==> config.mk <==
export PLATFORM = sky130hd
export DESIGN_NAME = unsigned_divider_flat
export DESIGN_NICKNAME = d
export VERILOG_FILES = /design/src/rtl/unsigned_divider_if.sv /design/src/rtl/unsigned_divider.sv /design/src/flat_wrapper.sv
export SDC_FILE = /design/constraint.sdc
export NUM_CORES = 1
export LEC_CHECK = 0
export ABC_AREA = 1
export BUFFER_PORTS_ARGS = -buffer_cell sky130_fd_sc_hd__buf_2
export CORE_ASPECT_RATIO = 0.9
export CORE_UTILIZATION = 53
export CTS_BUF_LIST = sky130_fd_sc_hd__clkbuf_4 sky130_fd_sc_hd__clkbuf_8
export DETAILED_ROUTE_END_ITERATION = 12
export GPL_ROUTABILITY_DRIVEN = 1
export PLACE_DENSITY = 0.82
export SLEW_MARGIN = 20
export SYNTH_ARGS = -nofsm -noshare
export SYNTH_HDL_FRONTEND = slang
export SYNTH_SLANG_ARGS = --single-unit
export TNS_END_PERCENT = 20
==> constraint.sdc <==
create_clock -name clk -period 1.1 [get_ports clk]
set_clock_uncertainty 0.05 [all_clocks]
set_input_delay 0.22 -clock clk [delete_from_list [all_inputs] [get_ports clk]]
set_output_delay 0.22 -clock clk [all_outputs]
set_load 0.1 [all_outputs]
==> src/rtl/unsigned_divider_if.sv <==
// Operand/result bundle for the 4-bit unsigned divider: operands and enable in,
// registered result, status and pad-direction word out.
interface unsigned_divider_if;
    logic       ena;
    logic [7:0] ui_in;
    logic [7:0] uio_in;
    logic [7:0] uo_out;
    logic [7:0] uio_out;
    logic [7:0] uio_oe;

    modport master (
        output ena,
        output ui_in,
        output uio_in,
        input  uo_out,
        input  uio_out,
        input  uio_oe
    );

    modport slave (
        input  ena,
        input  ui_in,
        input  uio_in,
        output uo_out,
        output uio_out,
        output uio_oe
    );
endinterface

==> src/rtl/unsigned_divider.sv <==
// 4-bit unsigned divider: combinational restoring shift-subtract array from ui_in,
// single output register stage (one-cycle latency, one result per cycle).
module unsigned_divider (
    input  logic               clk,
    input  logic               rst,
    unsigned_divider_if.slave  bus
);

    logic [3:0] a_op;
    logic [3:0] b_op;
    logic [3:0] quo;
    logic [3:0] rem;
    logic       dbz;
    logic       unused_uio_in;

    logic [7:0] uo_p1;
    logic       dbz_p1;
    logic       vld_p1;

    assign a_op          = bus.ui_in[7:4];
    assign b_op          = bus.ui_in[3:0];
    assign unused_uio_in = ^bus.uio_in;
    assign dbz           = (b_op == 4'd0);

    // One restoring step: shift the next dividend bit into the 5-bit partial
    // remainder and subtract the divisor if it fits. Returns {quotient_bit, remainder}.
    // A kept remainder is always below the divisor, so 4 bits carry it forward.
    function automatic logic [4:0] div_stage(
        input logic [3:0] rem_in,
        input logic [3:0] divisor,
        input logic       dividend_bit
    );
        logic [4:0] shifted;
        shifted = {rem_in, dividend_bit};
        if (shifted >= {1'b0, divisor})
            div_stage = {1'b1, 4'(shifted - {1'b0, divisor})};
        else
            div_stage = {1'b0, shifted[3:0]};
    endfunction

    // Stage p0: combinational array, quotient MSB first
    always_comb begin
        logic [4:0] step;
        logic [3:0] part;
        part = 4'd0;
        step = 5'd0;
        quo  = 4'd0;
        rem  = 4'd0;
        for (int i = 3; i >= 0; i--) begin
            step   = div_stage(part, b_op, a_op[i]);
            quo[i] = step[4];
            part   = step[3:0];
        end
        rem = part;
        // Divide by zero already yields all-ones / dividend in the array; pin it explicitly.
        if (dbz) begin
            quo = 4'hF;
            rem = a_op;
        end
    end

    // Stage p1: output register
    always_ff @(posedge clk or posedge rst) begin
        if (rst) begin
            uo_p1  <= 8'h00;
            dbz_p1 <= 1'b0;
            vld_p1 <= 1'b0;
        end else if (bus.ena) begin
            uo_p1  <= {quo, rem};
            dbz_p1 <= dbz;
            vld_p1 <= 1'b1;
        end
    end

    assign bus.uo_out  = uo_p1;
    assign bus.uio_out = {6'b000000, vld_p1, dbz_p1};
    assign bus.uio_oe  = 8'b0000_0011;

endmodule

==> src/flat_wrapper.sv <==
// flat-port wrapper written by rule: the top's interface ports become plain ports
module unsigned_divider_flat 
  (clk, rst, bus_ena, bus_ui_in, bus_uio_in, bus_uo_out, bus_uio_out, bus_uio_oe);
  unsigned_divider_if bus_i ();
  input  logic clk;
  input  logic rst;
  input wire logic [$bits(bus_i.ena)-1:0] bus_ena;
  input wire logic [$bits(bus_i.ui_in)-1:0] bus_ui_in;
  input wire logic [$bits(bus_i.uio_in)-1:0] bus_uio_in;
  output wire logic [$bits(bus_i.uo_out)-1:0] bus_uo_out;
  output wire logic [$bits(bus_i.uio_out)-1:0] bus_uio_out;
  output wire logic [$bits(bus_i.uio_oe)-1:0] bus_uio_oe;
  assign bus_i.ena = bus_ena;
  assign bus_i.ui_in = bus_ui_in;
  assign bus_i.uio_in = bus_uio_in;
  assign bus_uo_out = bus_i.uo_out;
  assign bus_uio_out = bus_i.uio_out;
  assign bus_uio_oe = bus_i.uio_oe;
  unsigned_divider u_core (.clk(clk), .rst(rst), .bus(bus_i));
endmodule
==> run summary, run 1 <==
Once placement finished, the instance area stood at 2120 sq um. The cts-stage hold buffer count came out at 1. Detailed placement ended at an HPWL of 3670 microns. The number of buffers on the longest clock path is 2. The post-synthesis average cell area is 7.40 sq um. The portion of synthesized area spent on multiplexers is 0%.

The die boundary width is 55.7 microns. The count of buffers added by post-CTS timing repair for setup came out at 12. The post-cts gate resize count is 28. Summing the areas of all compound-gate instances in the mapped netlist gives 9.18% of the synthesized area. The post-synthesis sequential area ratio is 18.2%. The synthesized area is 1380 sq um. The count of flip-flops with a built-in enable after synthesis is 0. The share of async-settable or async-resettable flops after synthesis came out at 100%. The flop and latch count out of synthesis is 10. Of the total synthesized cell area, the portion taken by full adders, half adders and majority gates is 17.1%. The failing step is clock tree synthesis (4_1_cts). During synthesis, Yosys emitted a total of 0 warnings.

The deepest level of the CTS H-tree came out at 1. The cell count after synthesis came out at 186. In this run the count of I/O pins placed on the die edge is 43. The TritonCTS buffer count came out at 3. The first error in the log reads "[ERROR DPL-0033] detailed placement checks failed during check placement".

The count of input and output buffers is 20. The final weighted congestion of routability-driven global placement is 0.888. The master cell of the clock root buffer is sky130_fd_sc_hd__clkbuf_4.

The run stopped with a tool error. The floorplan has 17 rows. The TritonCTS sink count is 10. The initial standard-cell utilization of the core is 56.3%. The parity-gate share of the synthesized area counting xor and xnor cells came out at 3.82%.

The vertical die dimension came out at 50.3 microns. Of the total synthesized cell area, the portion taken by AND, OR, NAND and NOR gates is 33.0%. After synthesis, the largest family of logic cells by area is simple AND/OR/NAND/NOR gates. The leading register cell type out of synthesis is sky130_fd_sc_hd__dfrtp_1. The number of distinct library cell variants in the gate-level netlist after synthesis came out at 35.
[Yosys cell counts, drive strengths merged (2+ instances only)]
library cell | count | share of area, %
nor2 | 17 | 5.9
xnor2 | 2 | 1.3
ha | 14 | 13
nand4 | 4 | 1.8
nor3 | 3 | 1.5
nand2 | 34 | 12
nand3b | 2 | 1.4
buf | 18 | 9.5
o21ai | 8 | 3.5
conb | 2 | 0.55
or2 | 3 | 1.4
a21oi | 6 | 3.3
a31oi | 3 | 1.4
dfrtp | 10 | 18
nand3 | 19 | 9.5
xor2 | 4 | 2.5
fa | 3 | 4.4
inv | 31 | 8.5
[cell families after synthesis]
group           count (synthesis)
compound gates                 19
xor+xnor                        6
fa+ha+maj                      17
buf+inv                        50
flops                          10
other cells                     2
simple gates                   82
[stage by stage]
step / setup slack [ps] / hold slack [ps] / instances
3_3_place_gp: -3240 / 151 / 280
2_1_floorplan: -3110 / 10.2 / 198
3_5_place_dp: -3560 / 165 / 280
==> run 2, diff against run 1 <==
--- a/config.mk
+++ b/config.mk
@@ -7,12 +7,11 @@
 export LEC_CHECK = 0
 export ABC_AREA = 1
 export BUFFER_PORTS_ARGS = -buffer_cell sky130_fd_sc_hd__buf_2
-export CORE_ASPECT_RATIO = 0.9
-export CORE_UTILIZATION = 53
-export CTS_BUF_LIST = sky130_fd_sc_hd__clkbuf_4 sky130_fd_sc_hd__clkbuf_8
+export CORE_AREA = 2 2 63 65
 export DETAILED_ROUTE_END_ITERATION = 12
+export DIE_AREA = 0 0 65 67
 export GPL_ROUTABILITY_DRIVEN = 1
-export PLACE_DENSITY = 0.82
+export PLACE_DENSITY_LB_ADDON = 0.15
 export SLEW_MARGIN = 20
 export SYNTH_ARGS = -nofsm -noshare
 export SYNTH_HDL_FRONTEND = slang
==> run 2 against run 1 <==
  * The flow now finishes, with violations (setup timing)
  * Area after synthesis unchanged
  * Synthesized cell count unchanged
==> run summary, run 2 <==
The flow ran to the end, but the final reports show violations. The final reports fail on setup timing. A synthesized cell averages 7.40 sq um. After technology mapping, the gate count stands at 186. In this run the vertical extent of the chip is 67 microns.

In this run the most used layer during global routing was met2. The maximum fanout count along the critical path came out at 5. The longest clock path from root to sink contains 2 buffers. The tightest min-delay check is of the primary input to register type. Counting stages on the worst path, the most repeated cell is sky130_fd_sc_hd__nand2_4. The TritonCTS sink count is 10.

The die boundary width is 65 microns. The per-cell routed wire length came out at 11.9 microns. The total via count after detailed routing is 1,497. Hold is met by 282 ps. Grouping stages by cell kind, the critical path spends the most delay in adder cells. The DRC violation count after routing came out at 0. The clock tree from TritonCTS is yes. The root buffer cell chosen for the clock tree is sky130_fd_sc_hd__clkbuf_8. The share of async-settable or async-resettable flops after synthesis is 100%. The total non-filler cell area in the finished layout is 2570 sq um. For met3 alone, demand over resource in global routing was 2.03%. The count of endpoints failing setup in the final report is 8. The register clock-pin slew on the reported worst setup and hold paths is 50 ps. The data required time of the critical path came out at 1170 ps. In this run the remaining antenna-violating nets after routing total 0. The number of design-rule violations left by the first detailed-router iteration is 71. The number of filler instances in the final layout is 282. Setup repair after global routing could not meet its margin everywhere. Global routing finished with a remaining overflow of 0. The total count of hold-check failures in the final report came out at 0.

Of the available clock period, the critical path in the final layout requires 363%. After detailed placement, the total cell area comes to 2170 sq um. The met1 capacity usage during global routing is 21.7%. The power consumption is 5.15 mW.

The aggregate global-route resource usage came out at 19.5%. The maximum single-stage delay on the critical path is 540 ps. The register with the most flip-flops in the layout has 8 of them. The number of placement rows is 22.

The final critical-path required period is 3990 ps. The synthesized netlist occupies a cell area of 1380 sq um. At the placement stage, the worst setup path has a slack of -3360 ps. Pin placement for this block handled 43 I/O pins.

The critical path is of the primary input to register type. The post-route netlist has 59.1% of its cells at a drive strength greater than 1. The initial standard-cell utilization of the core came out at 38.2%. The core region is 3610 sq um. The worst-path cell with the longest stage delay is sky130_fd_sc_hd__fa_2. In this run the biggest area consumer among cell types represents 18.2% of the synthesized area.

For this design the ratio of total power to cell area is 2010 nW/um^2. Using the TritonRoute via totals, the vias-per-cell ratio works out to 4.58. Measured on the finished design, the core utilization comes to 71.2%.

The first detailed-routing pass took 4 iterations. The number of distinct library cell variants in the gate-level netlist after synthesis is 35. The initial antenna violation count is 0.

The final weighted congestion of routability-driven global placement came out at 0.857. The synthesis-to-finish area growth came out at 86.5%. Clock latency on the worst-skew pair, taken at its later pin, is 230 ps. The maximum VDD drop is 0.880 mV. The first global-routing pass estimated 6600 microns of wire. The post-synthesis sequential area ratio is 18.2%. The HPWL after detailed placement is 3120 microns. The number of max-slew violations in the final report is 0.

The biggest area contributor in the post-synthesis netlist is sky130_fd_sc_hd__dfrtp_1. The number of diodes added for antenna fixing came out at 0. The number of maximum-capacitance constraint violations is 0.

The count of synthesis-stage warnings from yosys came out at 0. The maximum clock frequency is 0.251 GHz. STA classifies the critical path startpoint as a primary input. The count of flip-flops with a built-in enable after synthesis is 0. The maximum number of pins on one net before global-route repair came out at 12.

In the layout the commonest cells are sky130_fd_sc_hd__buf_4, sky130_fd_sc_hd__inv_1, sky130_fd_sc_hd__nand2_1. Counting instances in the post-synthesis netlist gives the leading cell types as sky130_fd_sc_hd__inv_1, sky130_fd_sc_hd__nand2_1, sky130_fd_sc_hd__buf_4. After detailed placement, the design holds a cell count of 303.

STA puts the critical path data arrival time at 4060 ps. After layout, the worst setup slack is -2890 ps. The non-filler instance count after layout is 327. The flop and latch count out of synthesis is 10. Together, buffers and inverters on the worst path number 8.

The most used flip-flop cell after synthesis is sky130_fd_sc_hd__dfrtp_1. The deepest level of the CTS H-tree came out at 1. The full die area is 4360 sq um. The number of nets in the finished design is 316. The met2 routing resource usage after global routing came out at 37.4%.

The number of global-route vias before repair is 1,540. Leaving out fill and tap cells, the most frequent cell in the layout is sky130_fd_sc_hd__buf_4. By area the synthesized netlist is led by sky130_fd_sc_hd__dfrtp_1, sky130_fd_sc_hd__ha_1, sky130_fd_sc_hd__buf_4. The count of input and output buffers is 20.

The leakage dissipation came out at 1.31 nW. The endpoint class of the critical path is a register. The routed wire length came out at 3900 microns. Summed over all failing endpoints, the final setup total negative slack is -16,630 ps. The TritonCTS buffer count came out at 3.
==> run 2: layer usage <==
| layer | up-vias | wire length [microns] |
|---|---|---|
| met3 | 6 | 144 |
| met2 | 44 | 2170 |
| met4 | 0 | 53 |
| li1 | 749 | - |
| met5 | - | 0 |
| met1 | 698 | 1540 |
==> run 2: cells by family (layout without fill, tap and decap cells) <==
group	after synthesis	after routing	synth area share (%)
XOR/XNOR	6	6	3.82
other	2	14	0.546
AO/OA/AOI/OAI	19	19	9.18
buffers and inverters	50	131	18.2
flip-flops	10	10	18.2
adder cells (fa/ha/maj)	17	17	17.1
AND/OR/NAND/NOR	82	82	33.0
==> run 2: layout make-up <==
class / instances / area [sq um] / share of cell area (%)
inverter: 32 / 138 / 5.36
clock buffer: 4 / 55.1 / 2.15
tap: 48 / 60.1 / 2.34
sequential: 10 / 250 / 9.75
multi-input combinational: 138 / 1220 / 47.6
timing repair buffer: 95 / 841 / 32.8
==> run 2: worst paths after layout <==
check                                                 start                          endpoint  slack (ps)  cells past startpoint
max                                            bus_ui_in[7]  u_core.bus.uo_out[2]$_DFFE_PP0P_       -2890                     32
min                                                 bus_ena  u_core.bus.uo_out[4]$_DFFE_PP0P_         280                      3
max reg2reg                u_core.bus.uo_out[1]$_DFFE_PP0P_  u_core.bus.uo_out[1]$_DFFE_PP0P_         150                      3
min reg2reg                       u_core.vld_p1$_DFFE_PP0P_         u_core.vld_p1$_DFFE_PP0P_         480                      1
max in group asynchronous                               rst  u_core.bus.uo_out[1]$_DFFE_PP0P_         280                      3
min in group asynchronous                               rst  u_core.bus.uo_out[6]$_DFFE_PP0P_         450                      3
==> run 2: repair_timing <==
action	CTS	global route
resized for setup	28	12
pin swaps	33	9
endpoints found under the setup margin	9	16
hold endpoints to repair	10	0
hold buffers	1	0
buffers inserted	14	5
==> run 2: worst min-delay path, cell delays in order <==
cell	delay (ps)
sky130_fd_sc_hd__buf_2	130
sky130_fd_sc_hd__nor2_1	120
sky130_fd_sc_hd__a31oi_1	50
==> run 2: power breakdown <==
part | internal (mW) | leakage, nW | switching, mW
Clock | 0.313 | 0.0288 | 0.130
Sequential | 0.483 | 0.112 | 0.118
Combinational | 1.77 | 1.17 | 2.33
Total | 2.57 | 1.31 | 2.58
Note: power is estimated with default switching activity, not from simulation.
